--- config.mk ---
export PLATFORM = sky130hd
export DESIGN_NAME = queue_counter_flat
export DESIGN_NICKNAME = d
export VERILOG_FILES = /design/src/rtl/queue_counter_if.sv /design/src/rtl/queue_counter.sv /design/src/flat_wrapper.sv
export SDC_FILE = /design/constraint.sdc
export NUM_CORES = 1
export LEC_CHECK = 0
export ABC_AREA = 1
export CAP_MARGIN = 40
export CORE_MARGIN = 3
export CORE_UTILIZATION = 36
export DETAILED_ROUTE_END_ITERATION = 10
export PLACE_DENSITY_LB_ADDON = 0.3
export SETUP_SLACK_MARGIN = 0.4
export SKIP_LAST_GASP = 1
export SLEW_MARGIN = 25
export SYNTH_ARGS = -nofsm -noshare
export SYNTH_HDL_FRONTEND = slang
export SYNTH_SLANG_ARGS = --single-unit
--- constraint.sdc ---
create_clock -name clk -period 1.3 [get_ports clk]
set_clock_uncertainty 0.05 [all_clocks]
set_input_delay 0.26 -clock clk [delete_from_list [all_inputs] [get_ports clk]]
set_output_delay 0.26 -clock clk [all_outputs]
set_load 0.02 [all_outputs]
--- src/rtl/queue_counter_if.sv ---
// Sensor inputs and occupancy/strobe outputs of the queue counter.
// master = sensor side driving photocells; slave = counter.
interface queue_counter_if;
   logic       back_sensor;
   logic       front_sensor;
   logic [2:0] pcount;
   logic       full;
   logic       empty;
   logic       enter_stb;
   logic       leave_stb;
   logic       rej_stb;

   modport master (
      output back_sensor,
      output front_sensor,
      input  pcount,
      input  full,
      input  empty,
      input  enter_stb,
      input  leave_stb,
      input  rej_stb
   );

   modport slave (
      input  back_sensor,
      input  front_sensor,
      output pcount,
      output full,
      output empty,
      output enter_stb,
      output leave_stb,
      output rej_stb
   );
endinterface

--- src/rtl/queue_counter.sv ---
// Saturating 0-7 queue occupancy counter driven by tail/head photocell rising edges.
// Latency 3 edges sensor-to-pcount, or 3+DEB_CYCLES when QC_DEBOUNCE_EN adds a per-sensor filter.
module queue_counter #(
   parameter int unsigned DEB_CYCLES = 4
) (
   input  logic            clk,
   input  logic            rst,
   queue_counter_if.slave  bus
);

   localparam logic [2:0] PC_MAX = 3'd7;
   localparam int         BACK   = 0;
   localparam int         FRONT  = 1;

   if (DEB_CYCLES == 0 || DEB_CYCLES > 15) begin : g_bad_deb
      $error("queue_counter: DEB_CYCLES must be within 1..15");
   end

`ifdef QC_DEBOUNCE_EN
   localparam int unsigned    CNT_W    = 4;
   localparam logic [CNT_W-1:0] DEB_LAST = CNT_W'(DEB_CYCLES - 1);
`endif

   // Per-sensor front end: synchronizer, optional filter, edge history.
   typedef struct packed {
      logic             s1;
      logic             s2;
`ifdef QC_DEBOUNCE_EN
      logic             flt;
      logic [CNT_W-1:0] cnt;
`endif
      logic             hist;
   } sns_t;

   sns_t       sns_q [2];
   sns_t       sns_d [2];
   logic [1:0] raw;
   logic [1:0] lvl;
   logic [1:0] rise;

   logic [2:0] pcount_q, pcount_d;
   logic       full_q,   full_d;
   logic       empty_q,  empty_d;
   logic       enter_q,  enter_d;
   logic       leave_q,  leave_d;
   logic       rej_q,    rej_d;

   assign raw[BACK]  = bus.back_sensor;
   assign raw[FRONT] = bus.front_sensor;

   always_comb begin
      for (int i = 0; i < 2; i++) begin
         sns_d[i]    = sns_q[i];
         sns_d[i].s1 = raw[i];
         sns_d[i].s2 = sns_q[i].s1;
`ifdef QC_DEBOUNCE_EN
         // Filter only follows after DEB_CYCLES consecutive disagreeing samples.
         if (sns_q[i].s2 == sns_q[i].flt) begin
            sns_d[i].cnt = '0;
         end else if (sns_q[i].cnt == DEB_LAST) begin
            sns_d[i].flt = sns_q[i].s2;
            sns_d[i].cnt = '0;
         end else begin
            sns_d[i].cnt = sns_q[i].cnt + CNT_W'(1);
         end
         lvl[i] = sns_q[i].flt;
`else
         lvl[i] = sns_q[i].s2;
`endif
         sns_d[i].hist = lvl[i];
         rise[i]       = lvl[i] & ~sns_q[i].hist;
      end
   end

   always_comb begin
      pcount_d = pcount_q;
      enter_d  = 1'b0;
      leave_d  = 1'b0;
      rej_d    = 1'b0;
      if (rise[BACK] && rise[FRONT]) begin
         // One in, one out: occupancy unchanged even at the limits.
         enter_d = 1'b1;
         leave_d = 1'b1;
      end else if (rise[BACK]) begin
         if (pcount_q != PC_MAX) begin
            pcount_d = pcount_q + 3'd1;
            enter_d  = 1'b1;
         end else begin
            rej_d = 1'b1;
         end
      end else if (rise[FRONT]) begin
         if (pcount_q != 3'd0) begin
            pcount_d = pcount_q - 3'd1;
            leave_d  = 1'b1;
         end else begin
            rej_d = 1'b1;
         end
      end
      full_d  = (pcount_d == PC_MAX);
      empty_d = (pcount_d == 3'd0);
   end

   always_ff @(posedge clk) begin
      if (rst) begin
         for (int i = 0; i < 2; i++) begin
            // Reset as "blocked" so a beam already broken is not counted on release.
            sns_q[i].s1   <= 1'b1;
            sns_q[i].s2   <= 1'b1;
`ifdef QC_DEBOUNCE_EN
            sns_q[i].flt  <= 1'b1;
            sns_q[i].cnt  <= '0;
`endif
            sns_q[i].hist <= 1'b1;
         end
         pcount_q <= 3'd0;
         full_q   <= 1'b0;
         empty_q  <= 1'b1;
         enter_q  <= 1'b0;
         leave_q  <= 1'b0;
         rej_q    <= 1'b0;
      end else begin
         for (int i = 0; i < 2; i++) begin
            sns_q[i] <= sns_d[i];
         end
         pcount_q <= pcount_d;
         full_q   <= full_d;
         empty_q  <= empty_d;
         enter_q  <= enter_d;
         leave_q  <= leave_d;
         rej_q    <= rej_d;
      end
   end

   assign bus.pcount    = pcount_q;
   assign bus.full      = full_q;
   assign bus.empty     = empty_q;
   assign bus.enter_stb = enter_q;
   assign bus.leave_stb = leave_q;
   assign bus.rej_stb   = rej_q;

   a_full_flag: assert property (@(posedge clk) disable iff (rst)
      full_q == (pcount_q == PC_MAX));
   a_empty_flag: assert property (@(posedge clk) disable iff (rst)
      empty_q == (pcount_q == 3'd0));
   a_rej_excl: assert property (@(posedge clk) disable iff (rst)
      !(rej_q && (enter_q || leave_q)));

endmodule

--- src/flat_wrapper.sv ---
// flat-port wrapper written by rule: the top's interface ports become plain ports
module queue_counter_flat 
#(
   parameter int unsigned DEB_CYCLES = 4
)
  (clk, rst, bus_back_sensor, bus_front_sensor, bus_pcount, bus_full, bus_empty, bus_enter_stb, bus_leave_stb, bus_rej_stb);
  queue_counter_if bus_i ();
  input  logic clk;
  input  logic rst;
  input wire logic [$bits(bus_i.back_sensor)-1:0] bus_back_sensor;
  input wire logic [$bits(bus_i.front_sensor)-1:0] bus_front_sensor;
  output wire logic [$bits(bus_i.pcount)-1:0] bus_pcount;
  output wire logic [$bits(bus_i.full)-1:0] bus_full;
  output wire logic [$bits(bus_i.empty)-1:0] bus_empty;
  output wire logic [$bits(bus_i.enter_stb)-1:0] bus_enter_stb;
  output wire logic [$bits(bus_i.leave_stb)-1:0] bus_leave_stb;
  output wire logic [$bits(bus_i.rej_stb)-1:0] bus_rej_stb;
  assign bus_i.back_sensor = bus_back_sensor;
  assign bus_i.front_sensor = bus_front_sensor;
  assign bus_pcount = bus_i.pcount;
  assign bus_full = bus_i.full;
  assign bus_empty = bus_i.empty;
  assign bus_enter_stb = bus_i.enter_stb;
  assign bus_leave_stb = bus_i.leave_stb;
  assign bus_rej_stb = bus_i.rej_stb;
  queue_counter #(.DEB_CYCLES(DEB_CYCLES)) u_core (.clk(clk), .rst(rst), .bus(bus_i));
endmodule
==> results of run 1 <==
[power by group]
part	switching (W)	leakage (nW)	internal [W]
clock	0.000122	0.0138	0.000107
combinational	0.0000455	0.329	0.0000442
sequential	0.00000856	0.119	0.000436
[registers in the layout, summed over array words and instances (netlist names)]
register / cells
u_core.bus.rej_stb: 1
u_core.bus.enter_stb: 1
u_core.bus.full: 1
u_core.bus.leave_stb: 1
u_core.bus.empty: 1
u_core.bus.pcount: 3
u_core.sns_q: 6
[per-layer routing]
| metal | vias to the layer above | global-route usage (%) | wire length, um | share of wire (%) |
|---|---|---|---|---|
| li1 | 288 | - | - | - |
| met1 | 240 | 16.10 | 558 | 44 |
| met2 | 26 | 20.32 | 589 | 46 |
| met3 | 6 | 6.015 | 96 | 7.5 |
| met4 | 0 | 8.065 | 34 | 2.7 |
| met5 | - | 0 | 0 | 0 |
[cell type report]
type	count	area (sq um)	share of cell area [%]
repair buffers	15	142.6	15.43
well taps	16	20.02	2.165
flip-flops and latches	14	296.5	32.07
multi-input cells	55	392.9	42.49
clock buffers	3	22.52	2.436
inverters	12	50.05	5.413
[cells by family (layout without fill, tap and decap cells)]
family                   count (synthesis)  count (layout)  synth area share, %
AND/OR/NAND/NOR                         48              48                38.35
flip-flops                              14              14                44.98
buffers and inverters                   12              30                7.228
AO/OA/AOI/OAI                            4               4                3.414
adder cells (fa/ha/maj)                  3               3                6.025
[cell usage in the layout (no fill, tap or decap), types with 4 or more instances in the layout]
master and n:
nand3_2 6, nand2_4 4, nand2_2 5, nand3_1 6, or2_2 4, dfxtp_2 4
buf_6 7, nand2_1 12, nor2_2 4, inv_1 7, buf_4 4, nor2_1 4
dfxtp_1 7
[path summary, 6_finish.rpt]
| check | slack [ns] | depth (start not counted) | startpoint | end |
|---|---|---|---|---|
| hold / removal | 0.36 | 1 | u_core.sns_q[0][2] | u_core.sns_q[0][1] |
| hold reg to reg | 0.36 | 1 | u_core.sns_q[0][2] | u_core.sns_q[0][1] |
| setup reg to reg | -0.02 | 9 | u_core.bus.pcount[0] | u_core.bus.empty |
| setup / recovery | -0.02 | 9 | u_core.bus.pcount[0] | u_core.bus.empty |
[worst max-delay path: cells and delay by family, from the launching register on]
kind | cells | cell delay, ns
adder cells (fa/ha/maj) | 1 | 0.20
flip-flops | 1 | 0.37
AND/OR/NAND/NOR | 8 | 0.60
[stage by stage]
stage	cells	hold slack (ns)
after floorplan	81	0.2727
after global placement	111	0.3479
after detailed placement	111	0.3467
after CTS	115	0.3648
after global routing	115	0.3851
final	115	0.3607
[what timing repair did]
item	in CTS	in global routing
resized for setup	58	8
endpoints found under the setup margin	22	16
pin swaps	8	4
setup buffers	1	0
cloned	0	0
==> impl_metrics.env, run 1 <==
export IMPL_cts_root_buf="clkbuf_4"
export IMPL_p_leak_nw=0.4617
export IMPL_dr_first_iter_drc_count=9
export IMPL_cts_max_path_buffers=2
export IMPL_initial_core_util_pct=39.97
export IMPL_first_global_vias=508
export IMPL_start_kind="flip-flop"
export IMPL_synth_area_top_cells="dfxtp_1 (45%), nand3_1 (9.6%), nand2_1 (9.6%), ha_1 (6.0%), inv_1 (5.4%)"
export IMPL_cts_buffers=3
export IMPL_wl_per_cell_um=11.13
export IMPL_timing_slew_headroom_pct=88.20
export IMPL_final_cell_area_sq_um=924.6
export IMPL_rsz0062_at_grt="yes"
export IMPL_worstSetupPathType="reg -> reg"
export IMPL_fin_crit_ns=1.319
export IMPL_path_clk_slew_ns=0.08
export IMPL_syn_area_sq_um=623.1
export IMPL_fillers=141
export IMPL_power_w=0.0007625
export IMPL_worst_path_max_fanout=4
export IMPL_holdBufCountCts=0
export IMPL_drc=0
export IMPL_powerDensity_nw_per_um2=824.7
export IMPL_worst_slew_pin_slew_ns=0.1770
export IMPL_overflow=0
export IMPL_cp_arrival_ns=1.44
export IMPL_ys_types=14
export IMPL_async_flop_share_pct=0
export IMPL_fin_setup_tns_ns=-0.01937
export IMPL_dp_worst_setup_slack_ns=0.0006091
export IMPL_ys_warn_count=0
export IMPL_post_synth_top_area_cell="dfxtp_1"
export IMPL_status="complete, but fails checks"
export IMPL_portBuffers=11
export IMPL_grt_pass1_wl_mm=2.111
export IMPL_finish_utilization_pct=59.31
export IMPL_die_width_um=47.61
export IMPL_critPathMaxStageDelay_ns=0.37
export IMPL_synth_common_cells="nand2_1 (16), dfxtp_1 (14), nand3_1 (12)"
export IMPL_place_area_sq_um=817.0
export IMPL_htreeDepth=1
export IMPL_synth_most_common_cell="nand2_1"
export IMPL_synth_top_area_share_pct=44.98
export IMPL_ys_flop_type="dfxtp_1"
export IMPL_area_delta_synth_final_pct=48.39
export IMPL_coreArea_sq_um=1559
export IMPL_peakVddDrop_uv=742.4
export IMPL_ys_seq_elements=14
export IMPL_fin_crit_sh_pct=101.5
export IMPL_fp_dieH_um=47.61
export IMPL_drtAntennaViolNets=0
export IMPL_syn_area_per_cell_sq_um=7.693
export IMPL_ios=12
export IMPL_drt_pass1_iterations=4
export IMPL_crit_top_cell="nand2_2"
export IMPL_slew_viol_final=0
export IMPL_crit_required_ns=1.42
export IMPL_synth_edff_count=0
export IMPL_failed_checks="negative setup slack"
export IMPL_tritoncts="built"
export IMPL_cts_sinks=14
export IMPL_n_antenna_cell=0
export IMPL_syn_inst=81
export IMPL_finalSetupViolCount=1
export IMPL_gp_congestion=0.8036
export IMPL_layout_drive_gt1_share_pct=56.57
export IMPL_hold_path_class="reg -> reg"
export IMPL_path_cells="ha_2, nand2_2, nand3_2, nand2_4, nand2_2, nand2_2, nand2_2, nand3_2, nand2_1"
export IMPL_seq_area_frac_synth_pct=44.98
export IMPL_setup_ws_ns=-0.01937
export IMPL_die_area_sq_um=2266
export IMPL_insertion_delay_ns=0.27
export IMPL_place_detailed_hpwl_um=955
export IMPL_critPathCaptureType="flip-flop"
export IMPL_num_vias=560
export IMPL_antenna_found_initial=0
export IMPL_syn_num_nets=88
export IMPL_hold_viol_final=0
export IMPL_fin_nets=108
export IMPL_clock_fmax_mhz=757.9
export IMPL_row_count=14
export IMPL_grt_max_degree=8
export IMPL_drt_wl_total_mm=1.280
export IMPL_viasPerCell=4.870
export IMPL_maxCapViolCount=0
export IMPL_grt_usage_pct=13.62
export IMPL_crit_path_top_delay_cell="dfxtp_4"
(Power assumes the default switching activity.)
==> run 2, diff against run 1 <==
DONT_BUFFER_PORTS = 1   (was default)
SETUP_SLACK_MARGIN = 0.02   (was 0.4)
==> run 2 against run 1 <==
Compared with the run above:
- the flow now finishes without violations
- register-to-register slack gained 0.02 ns
- combinational power shrank 24%
- hold slack lost 0.32 ns
- wire length grew 5.5%
- largest power group unchanged
==> impl_metrics.env, run 2 (synthesis gave the netlist of run 1 again) <==
export IMPL_critPathMaxStageDelay_ns=0.39
export IMPL_insertion_delay_ns=0.27
export IMPL_worst_path_dominant_cell_family="simple AND/OR/NAND/NOR gates"
export IMPL_finalSetupViolCount=0
export IMPL_whs_path_depth=1
export IMPL_path_cells="inv_4, ha_4, nand2_2, nand2_2, nand3_2, nand2_2, nor2_2, nand3_1, nand2_1"
export IMPL_drc=0
export IMPL_drt_wl_total_mm=1.351
export IMPL_grt_usage_pct=13.19
export IMPL_antenna_found_initial=0
export IMPL_cts_sinks=14
export IMPL_fp_dieH_um=47.61
export IMPL_cts_buffers=3
export IMPL_worst_path_max_fanout=3
export IMPL_worst_slew_pin_slew_ns=0.2167
export IMPL_fin_crit_ns=1.296
export IMPL_p_leak_nw=0.4184
export IMPL_fin_crit_sh_pct=99.69
export IMPL_initial_core_util_pct=39.97
export IMPL_first_global_vias=482
export IMPL_cp_arrival_ns=1.42
export IMPL_finish_utilization_pct=53.85
export IMPL_maxCapViolCount=0
export IMPL_pwr_share_seq_pct=54.7
export IMPL_slew_viol_final=0
export IMPL_dr_first_iter_drc_count=9
export IMPL_powerDensity_nw_per_um2=977.9
export IMPL_portBuffers=0
export IMPL_crit_top_cell="nand2_2"
export IMPL_drtAntennaViolNets=0
export IMPL_cts_max_path_buffers=2
export IMPL_overflow=0
export IMPL_wl_per_cell_um=12.17
export IMPL_place_detailed_hpwl_um=905.8
export IMPL_largest_reg_flops=6
export IMPL_hold_viol_final=0
export IMPL_reg2reg_depth=9
export IMPL_start_kind="flip-flop"
export IMPL_viasPerCell=4.973
export IMPL_gp_congestion=0.7981
export IMPL_die_width_um=47.61
export IMPL_swShare_pct=22.20
export IMPL_n_antenna_cell=0
export IMPL_internal_power_w=0.0006387
export IMPL_clkPwrFrac_pct=37.0
export IMPL_critical_path_depth=9
export IMPL_status="completed"
export IMPL_crit_path_top_delay_cell="dfxtp_4"
export IMPL_grt_pass1_wl_mm=2.090
export IMPL_grt_max_degree=9
export IMPL_path_clk_slew_ns=0.08
export IMPL_multi_input_area_sq_um=367.9
export IMPL_num_vias=552
export IMPL_fillers=141
export IMPL_final_cell_mix="dfxtp_1 (12), nand2_1 (11), buf_4 (9), nand2_2 (8), nand3_1 (8)"
export IMPL_rsz0062_at_grt="yes"
export IMPL_cts_root_buf="clkbuf_4"
export IMPL_comb_power_share_pct=8.3
export IMPL_worst_path_buf_inv=1
export IMPL_fin_setup_tns_ns=0
export IMPL_htreeDepth=1
export IMPL_power_switching_w=0.0001823
export IMPL_row_count=14
export IMPL_hold_path_class="in -> reg"
export IMPL_seq_area_sq_um=287.8
export IMPL_timing_slew_headroom_pct=85.53
export IMPL_critPathCaptureType="flip-flop"
export IMPL_layout_drive_gt1_share_pct=49.47
export IMPL_peakVddDrop_uv=689.6
export IMPL_clock_fmax_mhz=771.6
export IMPL_fin_nets=103
export IMPL_coreArea_sq_um=1559
export IMPL_mostFrequentLayoutCell="dfxtp_1"
export IMPL_area_delta_synth_final_pct=34.74
export IMPL_die_area_sq_um=2266
export IMPL_worstSetupPathType="reg -> reg"
export IMPL_crit_required_ns=1.42
export IMPL_drt_pass1_iterations=4
export IMPL_tritoncts="built"
export IMPL_largest_register="u_core.sns_q"
export IMPL_ios=12
run 2: final cells by class:
cell class              instances  share of cell area [%]
multi-input cells              55                   43.82
flip-flops and latches         14                   34.28
repair buffers                 10                   9.240
inverters                      12                   5.961
clock buffers                   4                   4.322
well taps                      16                   2.385
run 2: routing by layer:
layer  global-route usage [%]  part of all wire (%)  vias to the layer above  wire length [um]
met5                        0                     0                        -                 0
met3                    4.511                   5.0                        4                67
met4                    1.613                   1.6                        0                21
li1                         -                     -                      284                 -
met1                    17.81                    45                      248               607
met2                    21.12                    48                       16               654
run 2: repair_timing:
item	in CTS	in global routing
hold endpoints to repair	4	0
hold buffers	1	0
gates resized for setup	8	10
buffers inserted	1	0
endpoints found under the setup margin	4	3
pin swaps	2	7
cloned	0	0
run 2: path summary, 6_finish.rpt:
| kind | startpoint | endpoint | slack (ns) |
|---|---|---|---|
| worst max-delay path | u_core.bus.pcount[0] | u_core.bus.empty | 0.004 |
| worst min-delay path | bus_front_sensor | u_core.sns_q[1][2] | 0.04 |
| worst max register to register | u_core.bus.pcount[0] | u_core.bus.empty | 0.004 |
| worst min register to register | u_core.sns_q[1][2] | u_core.sns_q[1][1] | 0.36 |
run 2: power by group through the flow:
stage | combinational (W) | sequential [W] | clock, W
3_3_place_gp | 0.0000509 | 0.000457 | 0
2_1_floorplan | 0.0000353 | 0.000459 | 0
6_report | 0.0000684 | 0.000449 | 0.000304
5_1_grt | 0.0000765 | 0.000450 | 0.000336
4_1_cts | 0.0000645 | 0.000448 | 0.000309
3_5_place_dp | 0.0000522 | 0.000458 | 0
run 2: through the flow:
stage | std cells | worst slack [ns] | hold WS, ns | instance area [sq um] | power, W
4_1_cts | 111 | 0.03402 | 0.03167 | 799.5 | 0.0008213
3_3_place_gp | 105 | -0.01218 | 0.2800 | 710.7 | 0.0005083
3_5_place_dp | 105 | -0.04196 | 0.2792 | 710.7 | 0.0005098
2_1_floorplan | 81 | 0.02146 | 0.2727 | 630.6 | 0.0004942
5_1_grt | 111 | -0.06675 | 0.02225 | 839.6 | 0.0008624
6_report | 111 | 0.003970 | 0.03575 | 839.6 | 0.0008210
==> run 3, diff against run 2 <==
CELL_PAD_IN_SITES_DETAIL_PLACEMENT = 2   (was default)
CELL_PAD_IN_SITES_GLOBAL_PLACEMENT = 2   (was default)
CORE_UTILIZATION = 24   (was 36)
DONT_BUFFER_PORTS = default   (was 1)
==> run 3 against run 2 <==
Compared with the run above:
- the run now ends with negative setup slack left
- critical path depth increased by 1
- worst setup slack lost 0.048 ns
- maximum frequency shrank 3.6%
- sequential share of layout area fell by 5.6 points
- die area grew 43%
- wire length rose by 52%
- count of clock-buffer cells in the layout stayed put
- critical endpoint unchanged
- cell count is 21% higher
- via count rose by 14%
- non-clock buffer count is 11 higher
- largest cell class unchanged
==> impl_metrics.env, run 3 (synthesis gave the netlist of run 1 again) <==
export IMPL_grt_usage_pct=13.59
export IMPL_dp_worst_setup_slack_ns=-0.1222
export IMPL_portBuffers=11
export IMPL_cts_sinks=14
export IMPL_reg2reg_depth=10
export IMPL_cts_max_path_buffers=2
export IMPL_mostFrequentLayoutCell="dfxtp_1"
export IMPL_crit_top_cell="nand2_4"
export IMPL_worstSetupPathType="reg -> reg"
export IMPL_r2r_end="u_core.bus.empty"
export IMPL_fin_nets=114
export IMPL_grt_max_degree=9
export IMPL_post_place_cells=129
export IMPL_path_cells="inv_4, ha_4, nand2_4, nand2_4, nand2_4, nand2_2, nand2_2, nand2_1, nand3_2, nand2_1"
export IMPL_n_antenna_cell=0
export IMPL_cp_arrival_ns=1.48
export IMPL_clock_fmax_mhz=743.9
export IMPL_timing_hold_ws_ns=0.3669
export IMPL_peakVddDrop_uv=505.0
export IMPL_maxCapViolCount=0
export IMPL_startpoint="u_core.bus.pcount[0]"
export IMPL_slew_viol_final=0
export IMPL_coreArea_sq_um=2340
export IMPL_timing_slew_headroom_pct=85.85
export IMPL_largest_reg_flops=6
export IMPL_drtAntennaViolNets=0
export IMPL_finish_utilization_pct=42.89
export IMPL_internal_power_w=0.0006557
export IMPL_pwr_share_seq_pct=51.5
export IMPL_clkPwrFrac_pct=36.8
export IMPL_fin_crit_sh_pct=103.4
export IMPL_swShare_pct=24.17
export IMPL_final_cell_mix="dfxtp_1 (12), nand2_1 (11), buf_4 (10)"
export IMPL_crit_path_top_delay_cell="dfxtp_4"
export IMPL_largest_register="u_core.sns_q"
export IMPL_regToRegSetupSlack_ns=-0.04
export IMPL_critPathMaxStageDelay_ns=0.39
export IMPL_insertion_delay_ns=0.28
export IMPL_grt_pass1_wl_mm=3.318
export IMPL_power_switching_w=0.0002089
export IMPL_drc=0
export IMPL_cts_buffers=3
export IMPL_comb_power_share_pct=11.8
export IMPL_rsz0062_at_grt="yes"
export IMPL_die_area_sq_um=3244
export IMPL_num_vias=627
export IMPL_setup_ws_ns=-0.04430
export IMPL_endpoint="u_core.bus.empty"
export IMPL_drt_wl_total_mm=2.048
export IMPL_worst_path_max_fanout=4
export IMPL_hold_viol_final=0
export IMPL_gp_congestion=0.8278
export IMPL_dr_first_iter_drc_count=10
export IMPL_start_kind="flip-flop"
export IMPL_worst_slew_pin_slew_ns=0.2132
export IMPL_htreeDepth=1
export IMPL_layout_drive_gt1_share_pct=52.83
export IMPL_cts_root_buf="clkbuf_4"
export IMPL_finalSetupViolCount=2
export IMPL_antenna_found_initial=0
export IMPL_first_global_vias=697
export IMPL_tritoncts="built"
export IMPL_fp_dieH_um=56.96
export IMPL_initial_core_util_pct=26.63
export IMPL_die_width_um=56.96
export IMPL_status="complete, but fails checks"
export IMPL_row_count=17
export IMPL_area_delta_synth_final_pct=61.04
export IMPL_drt_pass1_iterations=4
export IMPL_ios=12
export IMPL_holdBufCountCts=0
export IMPL_failed_checks="negative setup slack"
export IMPL_crit_required_ns=1.44
export IMPL_path_clk_slew_ns=0.09
export IMPL_p_leak_nw=0.4943
export IMPL_overflow=0
export IMPL_crit_reg2reg_launch="u_core.bus.pcount[0]"
export IMPL_wl_per_cell_um=15.28
export IMPL_powerDensity_nw_per_um2=861.6
export IMPL_fin_crit_ns=1.344
export IMPL_hold_path_class="reg -> reg"
export IMPL_viasPerCell=4.679
export IMPL_place_detailed_hpwl_mm=1.442
export IMPL_fin_cells=134
export IMPL_critPathCaptureType="flip-flop"
run 3: cell types whose count changed in the layout (fill, tap and decap cells not counted), sizes merged:
| cell | previous run | this run |
|---|---|---|
| buf | 9 | 11 |
| clkdlybuf4s15 | 0 | 3 |
| clkdlybuf4s50 | 0 | 3 |
| dlygate4sd2 | 0 | 4 |
| dlygate4sd3 | 1 | 0 |
run 3: how the worst min path moves through the flow:
| stage | start | end | slack, ns | cells after the start |
|---|---|---|---|---|
| after floorplan | rst | u_core.bus.pcount[1] | 0.27 | 1 |
| after global placement | u_core.sns_q[0][2] | u_core.sns_q[0][1] | 0.34 | 1 |
| after detailed placement | u_core.sns_q[0][2] | u_core.sns_q[0][1] | 0.35 | 1 |
| after CTS | u_core.sns_q[0][2] | u_core.sns_q[0][1] | 0.37 | 1 |
| after global routing | u_core.sns_q[1][2] | u_core.sns_q[1][1] | 0.39 | 1 |
| final | u_core.sns_q[0][2] | u_core.sns_q[0][1] | 0.37 | 1 |
run 3: final cells by class:
type / count / area (sq um)
timing repair buffer: 21 / 182.7
fill: 261 / 1336
tap: 28 / 35.03
clock buffer: 4 / 36.28
sequential: 14 / 287.8
multi-input combinational: 55 / 411.6
inverter: 12 / 50.05
run 3: metal layers:
metal  up-vias  wire, um  GRT usage (%)  part of all wire, %
met5         -         0              0                    0
met4         0        48          4.967                  2.3
met3         7        60          2.715                  2.9
met2        15      1026          23.33                   50
met1       300       913          16.76                   45
li1        305         -              -                    -
run 3: timing repair:
action / 4_1_cts / 5_1_grt
buffers inserted: 1 / 0
pin swaps: 2 / 8
setup endpoints to repair: 14 / 9
gates resized for setup: 15 / 29
run 3: critical path, delay by kind of cell (launching register included):
kind | cells | cell delay, ns
buf+inv | 1 | 0.06
simple gates | 8 | 0.59
flops | 1 | 0.39
fa+ha+maj | 1 | 0.17
run 3: power groups by stage:
| stage | clock, W | combinational (W) | sequential, W |
|---|---|---|---|
| 6_report | 0.000318 | 0.000102 | 0.000445 |
| 5_1_grt | 0.000345 | 0.000112 | 0.000447 |
| 4_1_cts | 0.000332 | 0.0000885 | 0.000444 |
| 3_5_place_dp | 0 | 0.0000845 | 0.000454 |
| 3_3_place_gp | 0 | 0.0000819 | 0.000454 |
| 2_1_floorplan | 0 | 0.0000353 | 0.000459 |
run 3: through the flow:
step | cell area (sq um) | setup TNS (ns) | power [W]
after detailed placement | 843.3 | -0.2866 | 0.0005388
after global placement | 843.3 | -0.03812 | 0.0005355
final | 1003 | -0.05267 | 0.0008646
after CTS | 904.6 | -0.2972 | 0.0008648
after floorplan | 630.6 | 0 | 0.0004942
after global routing | 1003 | -0.3398 | 0.0009041
